**config.mk**
```make
export PLATFORM = sky130hd
export DESIGN_NAME = call_stack_ctrl
export DESIGN_NICKNAME = d
export VERILOG_FILES = /design/src/rtl/call_stack_ctrl.sv
export SDC_FILE = /design/constraint.sdc
export NUM_CORES = 1
export LEC_CHECK = 0
export ABC_AREA = 1
export CAP_MARGIN = 20
export CORE_MARGIN = 1.5
export CORE_UTILIZATION = 55
export DETAILED_ROUTE_END_ITERATION = 16
export GPL_ROUTABILITY_DRIVEN = 0
export MAX_ROUTING_LAYER = met4
export PLACE_DENSITY = 0.73
export SYNTH_ARGS = -nofsm -noshare
export SYNTH_HDL_FRONTEND = slang
export SYNTH_SLANG_ARGS = --single-unit
```
**constraint.sdc**
```tcl
create_clock -name clk -period 6.05 [get_ports clk]
set_input_delay 1.5125 -clock clk [delete_from_list [all_inputs] [get_ports clk]]
set_output_delay 1.5125 -clock clk [all_outputs]
set_load 0.05 [all_outputs]
```
**src/rtl/call_stack_ctrl.sv**
```systemverilog
// call_stack_ctrl: return-address stack for the frontend.
// Calls push the IP of the instruction after the call, and rets pop the
// predicted return target. The DEPTH-entry circular LIFO silently overwrites
// its oldest entry when a push arrives while it is full.
// The top pointer and occupancy are exported so that they can be checkpointed
// and restored after a mispredict.
// Optional feature macro: CALLSTACK_RESTORE_EN. When it is undefined, restore
// behaves exactly as flush and the checkpoint inputs are ignored.
//
// Output handshake: popValid/popIP form a registered, valid-only interface with
// no ready. popValid is high for exactly the one cycle after an accepted pop of
// a non-empty stack. popIP holds its last value whenever popValid is low.
module call_stack_ctrl #(
    parameter int DEPTH    = 16,
    parameter int PTR_W    = 4,
    parameter int IP_WIDTH = 48
) (
    input  logic                clk,
    input  logic                rst,
    input  logic                stall,
    input  logic                pushCallStack,
    input  logic [IP_WIDTH-1:0] pushIP,
    input  logic                popCallStack,
    output logic [IP_WIDTH-1:0] popIP,
    output logic                popValid,
    input  logic                flush,
    input  logic                restore,
    input  logic [PTR_W-1:0]    restorePtr,
    input  logic [PTR_W:0]      restoreCnt,
    output logic [PTR_W-1:0]    chkPtr,
    output logic [PTR_W:0]      chkCnt,
    output logic                empty
);

    localparam logic [PTR_W:0] FULL_CNT = (PTR_W+1)'(DEPTH);

    logic [IP_WIDTH-1:0] entries [DEPTH];
    logic [PTR_W-1:0]    ptr;
    logic [PTR_W:0]      cnt;

    logic                accept;
    logic                popOk;
    logic                memWe;
    logic [PTR_W-1:0]    memAddr;
    logic [PTR_W-1:0]    ptrNext;
    logic [PTR_W:0]      cntNext;

`ifndef CALLSTACK_RESTORE_EN
    // Checkpoint inputs have no effect in this build.
    logic unusedRestoreInputs;
    assign unusedRestoreInputs = ^{restorePtr, restoreCnt};
`endif

    // Next pointer, next occupancy and entry write decode, in priority order: flush, restore, stall, push/pop.
    always_comb begin
        accept  = !flush && !restore && !stall;
        popOk   = accept && popCallStack && (cnt != '0);
        memWe   = accept && pushCallStack;
        // A push paired with a successful pop replaces the top entry in place.
        memAddr = popOk ? ptr : ptr + 1'b1;
        ptrNext = ptr;
        cntNext = cnt;
        if (flush) begin
            ptrNext = '0;
            cntNext = '0;
        end else if (restore) begin
`ifdef CALLSTACK_RESTORE_EN
            ptrNext = restorePtr;
            cntNext = (restoreCnt > FULL_CNT) ? FULL_CNT : restoreCnt;
`else
            ptrNext = '0;
            cntNext = '0;
`endif
        end else if (stall) begin
            ptrNext = ptr;
            cntNext = cnt;
        end else if (popOk) begin
            if (!pushCallStack) begin
                ptrNext = ptr - 1'b1;
                cntNext = cnt - 1'b1;
            end
        end else if (pushCallStack) begin
            ptrNext = ptr + 1'b1;
            cntNext = (cnt == FULL_CNT) ? FULL_CNT : cnt + 1'b1;
        end
    end

    // Pointer, occupancy and pop result registers.
    always_ff @(posedge clk) begin
        if (rst) begin
            ptr      <= '0;
            cnt      <= '0;
            popIP    <= '0;
            popValid <= 1'b0;
        end else begin
            ptr      <= ptrNext;
            cnt      <= cntNext;
            popValid <= popOk;
            if (popOk) begin
                popIP <= entries[ptr];
            end
        end
    end

    // Entry storage; not cleared by reset.
    always_ff @(posedge clk) begin
        if (!rst && memWe) begin
            entries[memAddr] <= pushIP;
        end
    end

    assign chkPtr = ptr;
    assign chkCnt = cnt;
    assign empty  = (cnt == '0);

endmodule

```
==> After elaboration in Yosys (flattened, before gate mapping) <==
Memories as Yosys holds them, arrays and structs flattened. A register that Yosys moved wholly into a read port is not among the register bits.
Index checks and enable logic that the tools add are counted.
{ "op_classes": {"add_sub_neg": 4, "eq_ne": 2, "mux": 10, "n_bitwise": 1, "n_reduce_logical": 15} }
{ "ops": {"columns": ["operator", "count"], "rows": [
  ["2-to-1 mux 5 bit", 4],
  ["2-to-1 mux 4 bit", 4],
  ["logical AND 1 bit", 6],
  ["adder 5 x 1 -> 5 bit (second input constant)", 1],
  ["== test 5 bit (second input constant)", 1],
  ["logical NOT 5 bit", 1],
  ["nonzero test 5 bit", 1],
  ["subtractor 5 x 1 -> 5 bit (second input constant)", 1],
  ["adder 4 x 1 -> 4 bit (second input constant)", 1],
  ["logical NOT 1 bit", 4],
  ["subtractor 4 x 1 -> 4 bit (second input constant)", 1],
  ["AND reduction 3 bit", 1],
  ["OR reduction 3 bit", 1],
  ["2-to-1 mux 1 bit", 2],
  ["!= test 2 bit (second input constant)", 1],
  ["nonzero test 2 bit", 1],
  ["inverter 1 bit", 1]
]} }
{ "word_totals": {"register_bits": 10, "ramBits": 768, "input_bits": 64, "out_inout_bits": 59, "memories": 1} }
{ "mem_list": {"columns": ["memory", "depth", "width", "rd", "rd_ports_with_merged_regs", "wr", "line_no", "source"], "rows": [
  ["entries", 16, 48, 1, 1, 1, "37", "logic [IP_WIDTH-1:0] entries [DEPTH];"]
]} }

==> Logic depth before layout (Yosys ltp) <==
Gate-level depths: netlist of run 1.
{ "logic_depth": {"word_depth": 7, "mapped_depth": 11} }

==> Worst setup path after synthesis of run 1 <==
OpenSTA, ideal clock, no wires.
{ "synth_path": {"path_kind": "input -> register", "startpoint": "input stall", "endpoint": "memory entries[15][0] (enable)", "setup_time_ns": 0.454, "arrival_time_ns": 4.586, "required_time_ns": 5.596, "path_slack_ns": 1.010, "cell_stages": 9, "path_buffers": 1, "cell_sequence": "inv_2 > nand2_1 > nor2_4 > nand2_4 > buf_4 > ha_1 > inv_1 > nand2_1 > nor2_1"} }
{ "synth_via": {"elab_chain_cells": 6, "elab_cells_between_ends": 9, "cone_classes": "mux (3); reduce/logical (6)"} }
{ "synth_rtl": {"columns": ["element", "line_no", "source"], "rows": [
  ["start: declaration", "20", "input logic stall,"],
  ["logical NOT 1 bit (*)", "56", "accept = !flush && !restore && !stall;"],
  ["logical AND 1 bit (*)", "56", null],
  ["logical AND 1 bit", "58", "memWe = accept && pushCallStack;"],
  ["logical AND 1 bit", "107", "if (!rst && memWe) begin"],
  ["2-to-1 mux 1 bit", "107", null],
  ["2-to-1 mux 1 bit (implied by the code)", "108", "entries[memAddr] <= pushIP;"],
  ["end: declaration", "37", null]
]} }
Mark *: on every way between the ends. The rest lies on a longest branch, timed or not.

==> Worst setup path in the final report of run 1 <==
{ "layout_path": {"startpoint": "input stall", "endpoint": "memory entries[1][31] (enable)"} }
The elaborated chain is that of the path after synthesis.

==> impl_results.md, run 1 <==
- # Post-CTS Setup Buffers: 0
- Post-Synth Simple-Gate Area: 0.159
- Core Region: 60,100 sq um
- Slowest cell on crit path: nor2_4
- Post-route ant nets: 0
- Vias: 21,700
- Cell Rows: 90
- Tot GR Track Use: 0.263
- Synth Area per Inst: 11.6 sq um
- Post-synthesis compound-gate area fraction: 0.0667
- Min-delay worst type: reg2reg
- Final Non-Filler Cells: 3,787
- Leading cell types in the layout, fill and taps excluded: 768 x edfxtp_1, 629 x nor2_1, 479 x nand2_1
- Seq/Total Area, Yosys: 0.725
- Multi-input gate area: 7830 sq um
- Synth-to-Final Area Change: 13.4%
- CTS tree: built
- Critical Path Max Stage Delay: 0.68 ns
- Longest Clk Path Bufs: 3
- Crit. End Element: flip-flop
- CP startpoint kind: input pin
- Worst-Skew Late Latency: 0.63 ns
- Layout cell share with drive strength beyond 1: 0.0643
- 1st-iter DRT viols: 2,179
- Fin nets: ~3,000
- Slew @ Worst Pin: ~1.1 ns
- Clock Skew: about 0.021 ns
- Routed wire length: 79.4 mm
- Number of synthesized register bits: 826
- Bufs and invs on worst path: 4
- H-tree depth: 3
- Port bufs: 113
- Largest net degree at the start of global routing: around 190
- Slew HR: 0.241
- RSZ-0062 raised after global routing: no
- Multiplexer share of the synthesized area: 0
- Dpl hpwl: just under 40 mm
- Status: finished clean
- Commonest non-fill, non-tap cell in the layout: edfxtp_1
- Synthesized instance count: approximately 2,900
- Adder-Cell Fraction of Synth Area: 0.00225
- Initial Utilization: 0.555
- Critical path type: in2reg
- Root Buffer: clkbuf_16
- Post-Synth XOR/XNOR Area: 0.00236
- CP Data Arrival Time: between 4 and 5 ns
- First-pass iteration count of the detailed router: 8
- Clk sinks: 826
- TNS Setup: 0 ns
- Cell variety after synth: 27
- Die W: 249 um
- Post-CTS Hold Buffers: 0
- Worst path top cell family by delay: simple AND/OR/NAND/NOR gates
- Final setup viols: 0
- Post-Syn Area: roughly 33,000 sq um
- Leakage Power: approximately 13 nW
- Main combinational cell family by area after synthesis: simple AND/OR/NAND/NOR gates
- Number of max-cap violations: 0
- Ys Warns: 0
- GR Overflow Total: 0
- Minimum clock period after layout: 4.30 ns
- Clk slew on worst S/H paths: 0.06 ns
- Layout fillers: 4,393
- Pwr Total: 0.0118 W
- Max-slew violations: 0
- First-pass GRT wire length: 122 mm
- Fin crit share: 0.711
- Initial antenna violation count: 2
- Syn Nets: 2,946
- Die area: 62,200 sq um
- Resized Gates After CTS: 0
- Critical path data required time: roughly 6.3 ns
- VDD IR max: 266 uV
- Max Freq: 0.232 GHz
- Power per cell area: 310 nW/um^2
- Die Ht: about 250 um
- I/O pins: about 120
- Crit path max fanout: 31
- Placed Cells: 3,634
- CP Cell Sequence: clkdlybuf4s50_1, inv_2, nand2_1, nor2_4, nand2_4, ha_1, inv_1, nand2_1, nor2_4, buf_4
- DRC: 0
- Wire length per cell: 21.0 um
- Num CTS Buffers: 82
- Register area: 24,200 sq um
- Avg Vias per Cell: about 5.7
- Fin. Hold Viols: 0
- Number of global-route vias before repair: ~21,000
==> stage by stage <==
step | cell area, sq um | util | hold WS (ns) | worst slack [ns]
4_1_cts | 37800 | 0.629 | 0.576 | 1.71
2_1_floorplan | 33400 | - | 0.565 | 1.01
6_report | 37900 | 0.630 | 0.576 | 1.75
3_3_place_gp | 35000 | 0.583 | 0.562 | 1.20
5_1_grt | 37900 | 0.630 | 0.613 | 1.60
3_5_place_dp | 35100 | 0.583 | 0.563 | 1.14
==> sequential cells by signal, summed over array words and instances (netlist names) <==
register  count
chkCnt        5
entries     768
popIP        48
chkPtr        4
popValid      1
==> worst reg2reg max path, delay by kind of cell, from the launching register on <==
family | cells | cell delay, ns
AO/OA/AOI/OAI | 1 | 0.15
adder cells (fa/ha/maj) | 1 | 0.50
buffers and inverters | 3 | 1.23
flip-flops | 1 | 0.71
AND/OR/NAND/NOR | 3 | 0.99
==> logic make-up after synthesis <==
family,after synthesis
xor+xnor,9
buf+inv,300
compound gates,397
flops,826
fa+ha+maj,6
simple gates,1338
==> report_power, final <==
| group | switching [W] | internal [W] | leakage, nW |
|---|---|---|---|
| logic | 0.000220 | 0.0000885 | 4.44 |
| clock network | 0.00210 | 0.00310 | 1.35 |
| registers | 0.00000868 | 0.00624 | 7.37 |
| total | 0.00233 | 0.00944 | 13.2 |
==> cells in the mapped netlist (all sizes together) <==
cell type    n  area share
edfxtp     768        0.69
nor2       649       0.073
nand2      481       0.054
o21ai      245       0.037
nand3      207       0.031
inv        126       0.014
buf        122       0.024
o211ai      96       0.022
dfxtp       58       0.035
a21oi       56      0.0084
clkbuf      52      0.0058
xor2         7      0.0018
ha           6      0.0022
xnor2        2     0.00052
nand4        1     0.00019
==> final cells by class <==
cell class,count,share of cell area
timing repair buffer,152,0.0420
antenna,2,0.000132
clock inverter,39,0.0128
clock buffer,110,0.0599
multi-input combinational,1750,0.207
tap,782,0.0258
sequential,826,0.640
inverter,126,0.0130
==> metal layers <==
| layer | GRT usage | wire length (um) | vias up |
|---|---|---|---|
| li1 | - | - | 10100 |
| met4 | 0.103 | 2810 | 0 |
| met5 | - | 0 | - |
| met1 | 0.339 | 31900 | 10600 |
| met3 | 0.0365 | 5450 | 188 |
| met2 | 0.428 | 39300 | 874 |
==> worst paths after layout <==
path,end,cells after the start,slack [ns],start
min,popIP[30]$_SDFFE_PP0P_,4,0.58,popIP[30]$_SDFFE_PP0P_
max reg2reg,entries[1][31]$_DFFE_PP_,8,2.06,chkPtr[0]$_SDFFE_PP0P_
max,entries[1][31]$_DFFE_PP_,10,1.75,stall
min reg2reg,popIP[30]$_SDFFE_PP0P_,4,0.58,popIP[30]$_SDFFE_PP0P_
Note: power is estimated with default switching activity, not from simulation.
==> run 2: changes to the inputs <==
- PLACE_DENSITY: 0.73 -> 0.76
- clock period: 6.05 -> 3.66 ns (I/O delays scaled with it)
==> impl_results.md, run 2 (synthesized netlist as in run 1, its figures left out) <==
- Post-route ant nets: 0 (unchanged)
- Leakage Power: 13.3 nW (was 13.2 nW)
- # Post-CTS Setup Buffers: 0 (unchanged)
- Port bufs: 113 (unchanged)
- Critical Path Max Stage Delay: 0.79 ns (was 0.68 ns)
- First-pass GRT wire length: 124 mm (was 122 mm)
- Dpl hpwl: 44.2 mm (was 38.9 mm)
- Slew HR: 0.312 (was 0.241)
- Critical path type: reg2out (was in2reg)
- Fin crit share: 0.915
- H-tree depth: 3 (unchanged)
- First-pass iteration count of the detailed router: 6 (was 8)
- Resized Gates After CTS: 0 (unchanged)
- Num CTS Buffers: 82 (unchanged)
- Initial Utilization: 0.555 (unchanged)
- Cell Rows: 90 (unchanged)
- Largest register FFs: 768 (unchanged)
- Min-delay worst type: reg2reg (unchanged)
- Final Non-Filler Cells: 3,812 (was 3,787)
- Post-route cell area: 38,200 sq um (was 37,900 sq um)
- Critical path data required time: 2.74 ns (was 6.30 ns)
- Fin. Hold Viols: 0 (unchanged)
- Slew @ Worst Pin: 1.03 ns (was 1.14 ns)
- Leading cell types in the layout, fill and taps excluded: 768 x edfxtp_1, 629 x nor2_1, 479 x nand2_1 (unchanged)
- Placed Cells: 3,661 (was 3,634)
- Die W: 249 um (unchanged)
- Die area: 62,200 sq um (unchanged)
- Crit. End Element: output port (was flip-flop)
- Layout fillers: 4,243 (was 4,393)
- Max Freq: 0.299 GHz
- Vias: 22,300 (was 21,700)
- Longest Clk Path Bufs: 3 (unchanged)
- Number of max-cap violations: 0 (unchanged)
- Avg Vias per Cell: 5.84 (was 5.74)
- Final setup viols: 0 (unchanged)
- Status: finished clean (unchanged)
- CP dominant cell by count: inv_1
- Slowest cell on crit path: clkdlybuf4s50_1 (was nor2_4)
- CP Data Arrival Time: 2.43 ns (was 4.55 ns)
- Bufs and invs on worst path: 3 (was 4)
- CTS tree: built (unchanged)
- Worst-Skew Late Latency: 0.64 ns (was 0.63 ns)
- Post-CTS Hold Buffers: 0 (unchanged)
- Clk sinks: 826 (unchanged)
- CP startpoint kind: flip-flop (was input pin)
- Placed cell area: 35,500 sq um (was 35,100 sq um)
- Layout cell share with drive strength beyond 1: 0.0673 (was 0.0643)
- DRC: 0 (unchanged)
- CP Cell Sequence: inv_1, ha_1, nand3_2, inv_1, clkdlybuf4s50_1 (was clkdlybuf4s50_1, inv_2, nand2_1, nor2_4, nand2_4, ha_1, inv_1, nand2_1, nor2_4, buf_4)
- I/O pins: 123 (unchanged)
- Post-layout util: 0.635 (was 0.630)
- Root Buffer: clkbuf_16 (unchanged)
- Pwr Total: 0.0192 W (was 0.0118 W)
- RSZ-0062 raised after global routing: no (unchanged)
- Fin nets: 3,033 (was 3,008)
- Synth-to-Final Area Change: 14.4% (was 13.4%)
- Tot GR Track Use: 0.269 (was 0.263)
- 1st-iter DRT viols: 2,374 (was 2,179)
- Worst hold slack: 0.582 ns (was 0.576 ns)
- Routed wire length: 80.7 mm (was 79.4 mm)
- Max-slew violations: 0 (unchanged)
- Crit path max fanout: 4 (was 31)
- Core Region: 60,100 sq um (unchanged)
- GR Overflow Total: 0 (unchanged)
- Die Ht: 249 um (unchanged)
- Minimum clock period after layout: 3.35 ns
- Worst path top cell family by delay: buffers and inverters (was simple AND/OR/NAND/NOR gates)
- Power per cell area: 503 nW/um^2 (was 310 nW/um^2)
- Commonest non-fill, non-tap cell in the layout: edfxtp_1 (unchanged)
- Initial antenna violation count: 1 (was 2)
- VDD IR max: 320 uV (was 266 uV)
- Number of global-route vias before repair: 22,100 (was 21,500)
- Wire length per cell: 21.2 um (was 21.0 um)
- Largest net degree at the start of global routing: 200 (was 186)
- Top reg by flops: entries (unchanged)
- Clock Skew: 0.0309 ns (was 0.0211 ns)
- Clk slew on worst S/H paths: 0.06 ns (about the same)
[run 2: changes by cell type in the layout (fill, tap and decap cells not counted), sizes merged]
cell      change
clkbuf        -3
bufinv        -1
inv           +4
clkinv        +2
buf          +25
clkinvlp      -1
diode         -1
[run 2: path summary, 6_finish.rpt]
check / startpoint / to / slack [ns] / cells after the start
max: chkCnt[0]$_SDFFE_PP0P_ / empty / 0.31 / 5
min: popIP[42]$_SDFFE_PP0P_ / popIP[42]$_SDFFE_PP0P_ / 0.58 / 4
max reg2reg: chkPtr[0]$_SDFFE_PP0P_ / popIP[7]$_SDFFE_PP0P_ / 0.89 / 10
min reg2reg: popIP[42]$_SDFFE_PP0P_ / popIP[42]$_SDFFE_PP0P_ / 0.58 / 4
[run 2: where the power goes]
part	switching [W]	total, W	internal (W)
Combinational	0.000395	0.000544	0.000149
Sequential	0.0000125	0.0103	0.0103
Clock	0.00342	0.00834	0.00492
[run 2: worst reg2reg max path, delay by kind of cell, from the launching register on]
kind	cells	cell delay, ns
buf+inv	2	1.46
simple gates	7	0.70
flops	1	0.44
compound gates	1	0.11
[run 2: routing by layer]
layer	global-route usage	up-vias	routed length [um]
met2	0.439	1160	40200
li1	-	10100	-
met1	0.342	10800	30700
met3	0.0368	182	7030
met4	0.110	0	2800
met5	-	-	0
[run 2: through the flow]
step	setup TNS (ns)	setup slack, ns
after floorplan	-315.90	-0.782
after global placement	0	0.275
after detailed placement	0	0.251
after CTS	0	0.296
after global routing	0	0.168
final	0	0.311
[run 2: final cells by class]
| class | count | area (sq um) | share of cell area |
|---|---|---|---|
| Antenna cell | 1 | 2.50 | 0.0000655 |
| Clock buffer | 107 | 2190 | 0.0572 |
| Clock inverter | 43 | 479 | 0.0125 |
| Inverter | 126 | 490 | 0.0128 |
| Multi-Input combinational cell | 1750 | 7830 | 0.205 |
| Sequential cell | 826 | 24200 | 0.634 |
| Tap cell | 782 | 978 | 0.0256 |
| Timing Repair Buffer | 177 | 1990 | 0.0522 |
